`src/rtl/aes_block_loader_if.sv`:
```
// Handshake and core-side signal bundle for aes_block_loader.
// The loader connects through the slave modport; the stream/core environment uses master.
interface aes_block_loader_if;
    logic [31:0]  in_data;
    logic         in_valid;
    logic         in_ready;
    logic [31:0]  out_data;
    logic         out_valid;
    logic         out_ready;
    logic [127:0] core_pt;
    logic [255:0] core_key;
    logic [3:0]   core_nk;
    logic [3:0]   core_nr;
    logic         core_start;
    logic         core_done;
    logic [127:0] core_ct;

    modport slave (
        input  in_data, in_valid, out_ready, core_done, core_ct,
        output in_ready, out_data, out_valid,
        output core_pt, core_key, core_nk, core_nr, core_start
    );

    modport master (
        output in_data, in_valid, out_ready, core_done, core_ct,
        input  in_ready, out_data, out_valid,
        input  core_pt, core_key, core_nk, core_nr, core_start
    );
endinterface

```
`src/rtl/aes_block_loader.sv`:
```
// AES core front/back end: packs 4 words into a block, launches the core,
// captures the ciphertext and serializes it back out as 4 words.
//
//   state  | meaning
//   FILL   | accept plaintext words into slots 0..3, accept key loads at slot 0
//   LAUNCH | one-cycle core_start pulse
//   WAIT   | wait for core_done or abort on timeout
//   DRAIN  | emit ciphertext words 0..3
module aes_block_loader #(
    parameter int unsigned TIMEOUT = 64
) (
    input  logic                     clk,
    input  logic                     rst,
    aes_block_loader_if.slave        bus,
    input  logic [255:0]             key_in_i,
    input  logic [1:0]               key_sel_i,
    input  logic                     key_load_i,
    output logic                     busy_o,
    output logic                     key_err_o,
    output logic                     timeout_err_o
);
    typedef enum logic [1:0] {FILL, LAUNCH, WAIT, DRAIN} state_t;

    localparam logic [7:0] WAIT_LAST = 8'(TIMEOUT - 1);

    state_t       state_q, state_d;
    logic [1:0]   word_cnt_q, word_cnt_d;
    logic [7:0]   wait_cnt_q, wait_cnt_d;
    logic [127:0] pt_q, pt_d;
    logic [127:0] ct_q, ct_d;
    logic [255:0] key_q, key_d;
    logic [3:0]   nk_q, nk_d;
    logic [3:0]   nr_q, nr_d;
    logic         key_err_q, key_err_d;
    logic         to_err_q, to_err_d;

    always_ff @(posedge clk) begin
        if (rst) begin
            state_q    <= FILL;
            word_cnt_q <= '0;
            wait_cnt_q <= '0;
            pt_q       <= '0;
            ct_q       <= '0;
            key_q      <= '0;
            nk_q       <= 4'd4;
            nr_q       <= 4'd10;
            key_err_q  <= 1'b0;
            to_err_q   <= 1'b0;
        end else begin
            state_q    <= state_d;
            word_cnt_q <= word_cnt_d;
            wait_cnt_q <= wait_cnt_d;
            pt_q       <= pt_d;
            ct_q       <= ct_d;
            key_q      <= key_d;
            nk_q       <= nk_d;
            nr_q       <= nr_d;
            key_err_q  <= key_err_d;
            to_err_q   <= to_err_d;
        end
    end

    always_comb begin
        state_d    = state_q;
        word_cnt_d = word_cnt_q;
        wait_cnt_d = wait_cnt_q;
        pt_d       = pt_q;
        ct_d       = ct_q;
        key_d      = key_q;
        nk_d       = nk_q;
        nr_d       = nr_q;
        key_err_d  = key_err_q;
        to_err_d   = to_err_q;

        case (state_q)
            FILL: begin
                // Keys only change between blocks so core_key never shifts under a partial block.
                if (key_load_i && word_cnt_q == 2'd0) begin
                    case (key_sel_i)
                        2'd0: begin
                            key_d = {key_in_i[255:128], 128'b0};
                            nk_d  = 4'd4;
                            nr_d  = 4'd10;
                        end
                        2'd1: begin
                            key_d = {key_in_i[255:64], 64'b0};
                            nk_d  = 4'd6;
                            nr_d  = 4'd12;
                        end
                        2'd2: begin
                            key_d = key_in_i;
                            nk_d  = 4'd8;
                            nr_d  = 4'd14;
                        end
                        default: key_err_d = 1'b1;
                    endcase
                end
                if (bus.in_valid) begin
                    pt_d[{~word_cnt_q, 5'b0} +: 32] = bus.in_data;
                    word_cnt_d = word_cnt_q + 2'd1;
                    if (word_cnt_q == 2'd3) begin
                        state_d = LAUNCH;
                    end
                end
            end
            LAUNCH: begin
                wait_cnt_d = '0;
                state_d    = WAIT;
            end
            WAIT: begin
                if (bus.core_done) begin
                    ct_d       = bus.core_ct;
                    word_cnt_d = '0;
                    state_d    = DRAIN;
                end else if (wait_cnt_q == WAIT_LAST) begin
                    to_err_d   = 1'b1;
                    word_cnt_d = '0;
                    state_d    = FILL;
                end else begin
                    wait_cnt_d = wait_cnt_q + 8'd1;
                end
            end
            DRAIN: begin
                if (bus.out_ready) begin
                    word_cnt_d = word_cnt_q + 2'd1;
                    if (word_cnt_q == 2'd3) begin
                        state_d = FILL;
                    end
                end
            end
            default: state_d = FILL;
        endcase
    end

    assign bus.in_ready   = (state_q == FILL) && !rst;
    assign bus.out_valid  = (state_q == DRAIN);
    assign bus.out_data   = ct_q[{~word_cnt_q, 5'b0} +: 32];
    assign bus.core_start = (state_q == LAUNCH);
    assign bus.core_pt    = pt_q;
    assign bus.core_key   = key_q;
    assign bus.core_nk    = nk_q;
    assign bus.core_nr    = nr_q;
    assign busy_o         = (state_q != FILL);
    assign key_err_o      = key_err_q;
    assign timeout_err_o  = to_err_q;
endmodule

```
`src/flat_wrapper.sv`:
```
// flat-port wrapper written by rule: the top's interface ports become plain ports
module aes_block_loader_flat 
#(
    parameter int unsigned TIMEOUT = 64
)
  (clk, rst, key_in_i, key_sel_i, key_load_i, busy_o, key_err_o, timeout_err_o, bus_in_data, bus_in_valid, bus_out_ready, bus_core_done, bus_core_ct, bus_in_ready, bus_out_data, bus_out_valid, bus_core_pt, bus_core_key, bus_core_nk, bus_core_nr, bus_core_start);
  aes_block_loader_if bus_i ();
  input  logic clk;
  input  logic rst;
  input  logic [255:0] key_in_i;
  input  logic [1:0] key_sel_i;
  input  logic key_load_i;
  output logic busy_o;
  output logic key_err_o;
  output logic timeout_err_o;
  input wire logic [$bits(bus_i.in_data)-1:0] bus_in_data;
  input wire logic [$bits(bus_i.in_valid)-1:0] bus_in_valid;
  input wire logic [$bits(bus_i.out_ready)-1:0] bus_out_ready;
  input wire logic [$bits(bus_i.core_done)-1:0] bus_core_done;
  input wire logic [$bits(bus_i.core_ct)-1:0] bus_core_ct;
  output wire logic [$bits(bus_i.in_ready)-1:0] bus_in_ready;
  output wire logic [$bits(bus_i.out_data)-1:0] bus_out_data;
  output wire logic [$bits(bus_i.out_valid)-1:0] bus_out_valid;
  output wire logic [$bits(bus_i.core_pt)-1:0] bus_core_pt;
  output wire logic [$bits(bus_i.core_key)-1:0] bus_core_key;
  output wire logic [$bits(bus_i.core_nk)-1:0] bus_core_nk;
  output wire logic [$bits(bus_i.core_nr)-1:0] bus_core_nr;
  output wire logic [$bits(bus_i.core_start)-1:0] bus_core_start;
  assign bus_i.in_data = bus_in_data;
  assign bus_i.in_valid = bus_in_valid;
  assign bus_i.out_ready = bus_out_ready;
  assign bus_i.core_done = bus_core_done;
  assign bus_i.core_ct = bus_core_ct;
  assign bus_in_ready = bus_i.in_ready;
  assign bus_out_data = bus_i.out_data;
  assign bus_out_valid = bus_i.out_valid;
  assign bus_core_pt = bus_i.core_pt;
  assign bus_core_key = bus_i.core_key;
  assign bus_core_nk = bus_i.core_nk;
  assign bus_core_nr = bus_i.core_nr;
  assign bus_core_start = bus_i.core_start;
  aes_block_loader #(.TIMEOUT(TIMEOUT)) u_core (.clk(clk), .rst(rst), .bus(bus_i), .key_in_i(key_in_i), .key_sel_i(key_sel_i), .key_load_i(key_load_i), .busy_o(busy_o), .key_err_o(key_err_o), .timeout_err_o(timeout_err_o));
endmodule
```
`config.mk`:
```
export PLATFORM = sky130hd
export DESIGN_NAME = aes_block_loader_flat
export DESIGN_NICKNAME = d
export VERILOG_FILES = /design/src/rtl/aes_block_loader_if.sv /design/src/rtl/aes_block_loader.sv /design/src/flat_wrapper.sv
export SDC_FILE = /design/constraint.sdc
export NUM_CORES = 1
export LEC_CHECK = 0
export CORE_AREA = 2 2 334 336
export DETAILED_ROUTE_END_ITERATION = 6
export DIE_AREA = 0 0 336 338
export HOLD_SLACK_MARGIN = 0.06
export MAX_ROUTING_LAYER = met4
export PLACE_DENSITY = 0.5
export REMOVE_ABC_BUFFERS = 1
export SLEW_MARGIN = 15
export SYNTH_ARGS = -nofsm -noshare
export SYNTH_HDL_FRONTEND = slang
export SYNTH_SLANG_ARGS = --single-unit
```
`constraint.sdc`:
```
create_clock -name clk -period 4.1 [get_ports clk]
set_input_delay 1.23 -clock clk [delete_from_list [all_inputs] [get_ports clk]]
set_output_delay 1.23 -clock clk [all_outputs]
set_load 0.005 [all_outputs]
```
==> impl_metrics.toml <==
[route]
wl_per_cell_um = 18.7
dr.first_iter.drc_count = 880
drcViolationCount = 0
wl_um = 84100
dr.pass1.iters = 5
via_count = 18300
routed_via_density = 4.06
ant_nets = 0

[clocking]
cts_root_buffer = "clkbuf_16"
htreeDepth = 3
postCtsSetupRepairBufs = 0
cts_resized = 0
cts_hold_buf = 0
cts.path.max_buffers = 3
cts_tree = "yes"
clkLatencyLatePin_ps = 620
clkSlewWorstSetupHoldPaths_ps = 50
clock_sinks = 531
cts_buffers = 67

[sta]
setup_slack_ps = 249
period_share_pct = 93.9
final.min_clock_period_ps = 3850
slew_violations = 0
whs_ps = 448
fmax_mhz = 260
rsz0062_at_grt = "no"
finalSetupViolCount = 0
tightestPinTransition_ps = 1130
hold_violations = 0
slew_headroom_pct = 24.6
skew_ps = 32.6

[placement]
dp_slack_ps = 353
place_hpwl_um = 59500
port_buffers = 850
place.gp.congestion = 0.785

[grt]
overflow = 0
grt_pass1_wl_um = 118000
grt_pass1_vias = 17900
grt_use_total_pct = 14.2
antenna_found_initial = 8
grt_max_degree = 154

[floorplanning]
dieArea_um2 = 114000
ios = 854
initial_utilization_pct = 17.4
core_um2 = 110000
dieWidth_um = 336
die_y_um = 338
fp-row-count = 122

[critical_path]
cp.arrival_ps = 2620
start_kind = "flip-flop"
cp_num_cells = 3
worstSetupPathType = "reg -> out"
critPathMaxFanout = 22
cp_num_buf_inv = 2
crit_required_ps = 2870
path_cells = "buf_4 > mux4_2 > clkdlybuf4s50_1"
endpoint_kind = "output pin"
slowest_stage = "dfxtp_2"
r2r-start = "u_core.word_cnt_q[1]$_SDFFE_PP0P_"
crit_family = "flip-flops"
r2r-end = "u_core.bus.core_key[72]$_SDFFE_PP0P_"
cpPeakStageDelay_ps = 820
rrSetupSlack_ps = 1100
crit_path_start = "u_core.word_cnt_q[1]$_SDFFE_PP0P_"
endpoint = "bus_out_data[4]"
rr_worst_depth = 6

[synthesis]
synth-edff-count = 0
ys.warnings.count = 0
yosysSeqAreaShare_pct = 55.6
synth_seq_cells = 531
synth_cell_types = 49
synthCells = 2177
netlist_area_um2 = 19100
async_flop_share_pct = 0
synthFlopType = "dfxtp_1"
avgSynthCellArea_um2 = 8.78

[cells_and_area]
fin_util_pct = 28.7
nNetsFinal = 3390
layout-drive-gt1-share_pct = 6.86
syn2layout_area_growth_pct = 65.1

[hold_path]
hp-class = "reg -> reg"
hold_depth = 2

[pwr]
power_density_nw_per_um2 = 419
ir_drop_uv = 328
power.total_uw = 13200
leakagePower_uw = 0.0107

[run]
maxCapViolCount = 0

[run_status]
status = "completed"
## Yosys cell counts (4+ instances only)
cell type  count  area, um2
nand2_1      619       2320
dfxtp_1      531      10600
a21oi_1      359       1800
clkbuf_1     129        484
nor2_1       107        402
nand3_1       99        495
a22oi_1       96        721
a22o_1        64        561
buf_2         39        195
mux4_2        32        721
buf_1         12       45.0
ha_1          11        138
inv_1          8       30.0
buf_6          6       67.6
nand2b_1       5       31.3
a211oi_1       4       30.0
and3_1         4       25.0
## report_power, final
group / internal (uW) / switching, uW / total [uW] / leakage (uW)
Clock: 3780 / 2440 / 6230 / 0.00113
Sequential: 5330 / 113 / 5440 / 0.00430
Combinational: 828 / 734 / 1560 / 0.00528
## worst min-delay path by stage
stage,start,to,slack (ps)
floorplan,u_core.ct_q[32]$_SDFFE_PP0P_,u_core.ct_q[32]$_SDFFE_PP0P_,430
global placement,u_core.bus.core_pt[73]$_SDFFE_PP0P_,u_core.bus.core_pt[73]$_SDFFE_PP0P_,440
CTS,u_core.bus.core_key[59]$_SDFFE_PP0P_,u_core.bus.core_key[59]$_SDFFE_PP0P_,450
global route,u_core.bus.core_key[59]$_SDFFE_PP0P_,u_core.bus.core_key[59]$_SDFFE_PP0P_,460
finish,u_core.ct_q[35]$_SDFFE_PP0P_,u_core.ct_q[35]$_SDFFE_PP0P_,450
detailed placement,u_core.bus.core_pt[85]$_SDFFE_PP0P_,u_core.bus.core_pt[85]$_SDFFE_PP0P_,440
## state kept, by name, summed over array words and instances, names as in the netlist
register,count
u_core.state_q,2
u_core.bus.core_pt,128
u_core.ct_q,128
u_core.key_err_o,1
u_core.word_cnt_q,2
u_core.bus.core_key,256
u_core.bus.core_nk,3
u_core.timeout_err_o,1
u_core.bus.core_nr,2
u_core.wait_cnt_q,8
## final cells by class
type | instances | area, um2
antenna | 10 | 25.0
sequential | 531 | 10600
multi-input combinational | 1450 | 7730
clock buffer | 97 | 2000
fill | 11800 | 78500
tap | 1488 | 1860
clock inverter | 21 | 307
timing repair buffer | 897 | 8990
inverter | 8 | 30.0
## placed cells by master (no fill, tap or decap), drive strengths merged, types with 5 or more instances in the layout
| cell | synthesis | final |
|---|---|---|
| clkbuf | 129 | 97 |
| inv | 8 | 10 |
| nand2b | 5 | 5 |
| buf | 60 | 48 |
| a22o | 64 | 64 |
| clkinv | 0 | 12 |
| nand2 | 619 | 619 |
| a22oi | 96 | 96 |
| nor3 | 5 | 5 |
| clkdlybuf4s50 | 0 | 849 |
| a21oi | 359 | 359 |
| nor2 | 108 | 108 |
| diode | 0 | 10 |
| mux4 | 32 | 32 |
| nand3 | 99 | 99 |
| ha | 11 | 11 |
| bufinv | 0 | 6 |
| dfxtp | 531 | 531 |
## metal layers
layer | GRT usage, % | part of all wire (%) | up-vias
met1 | 16.3 | 40 | 8613
met4 | 4.92 | 2.8 | 0
li1 | - | - | 8966
met5 | - | 0 | -
met3 | 4.34 | 6.9 | 123
met2 | 23.5 | 50 | 563
## metrics by stage
step	cells	TNS [ps]	cell area (um2)
finish	4502	0	31600
global route	4498	0	31600
global placement	4374	0	29200
floorplan	1989	-808740	18300
detailed placement	4374	0	29200
CTS	4492	0	31600
## worst min-delay path: stages (launching register included)
cell,delay [ps]
dfxtp_1,300
nand2_1,50
a21oi_1,50
## cells by family after synthesis
family          Yosys count  synth area share, %
fa+ha+maj                11                0.720
other cells               2               0.0393
simple gates            862                 18.4
buf+inv                 197                 4.42
flops                   531                 55.6
mux                      34                 3.88
compound gates          540                 17.0
Power figures use the tool's default switching activity.
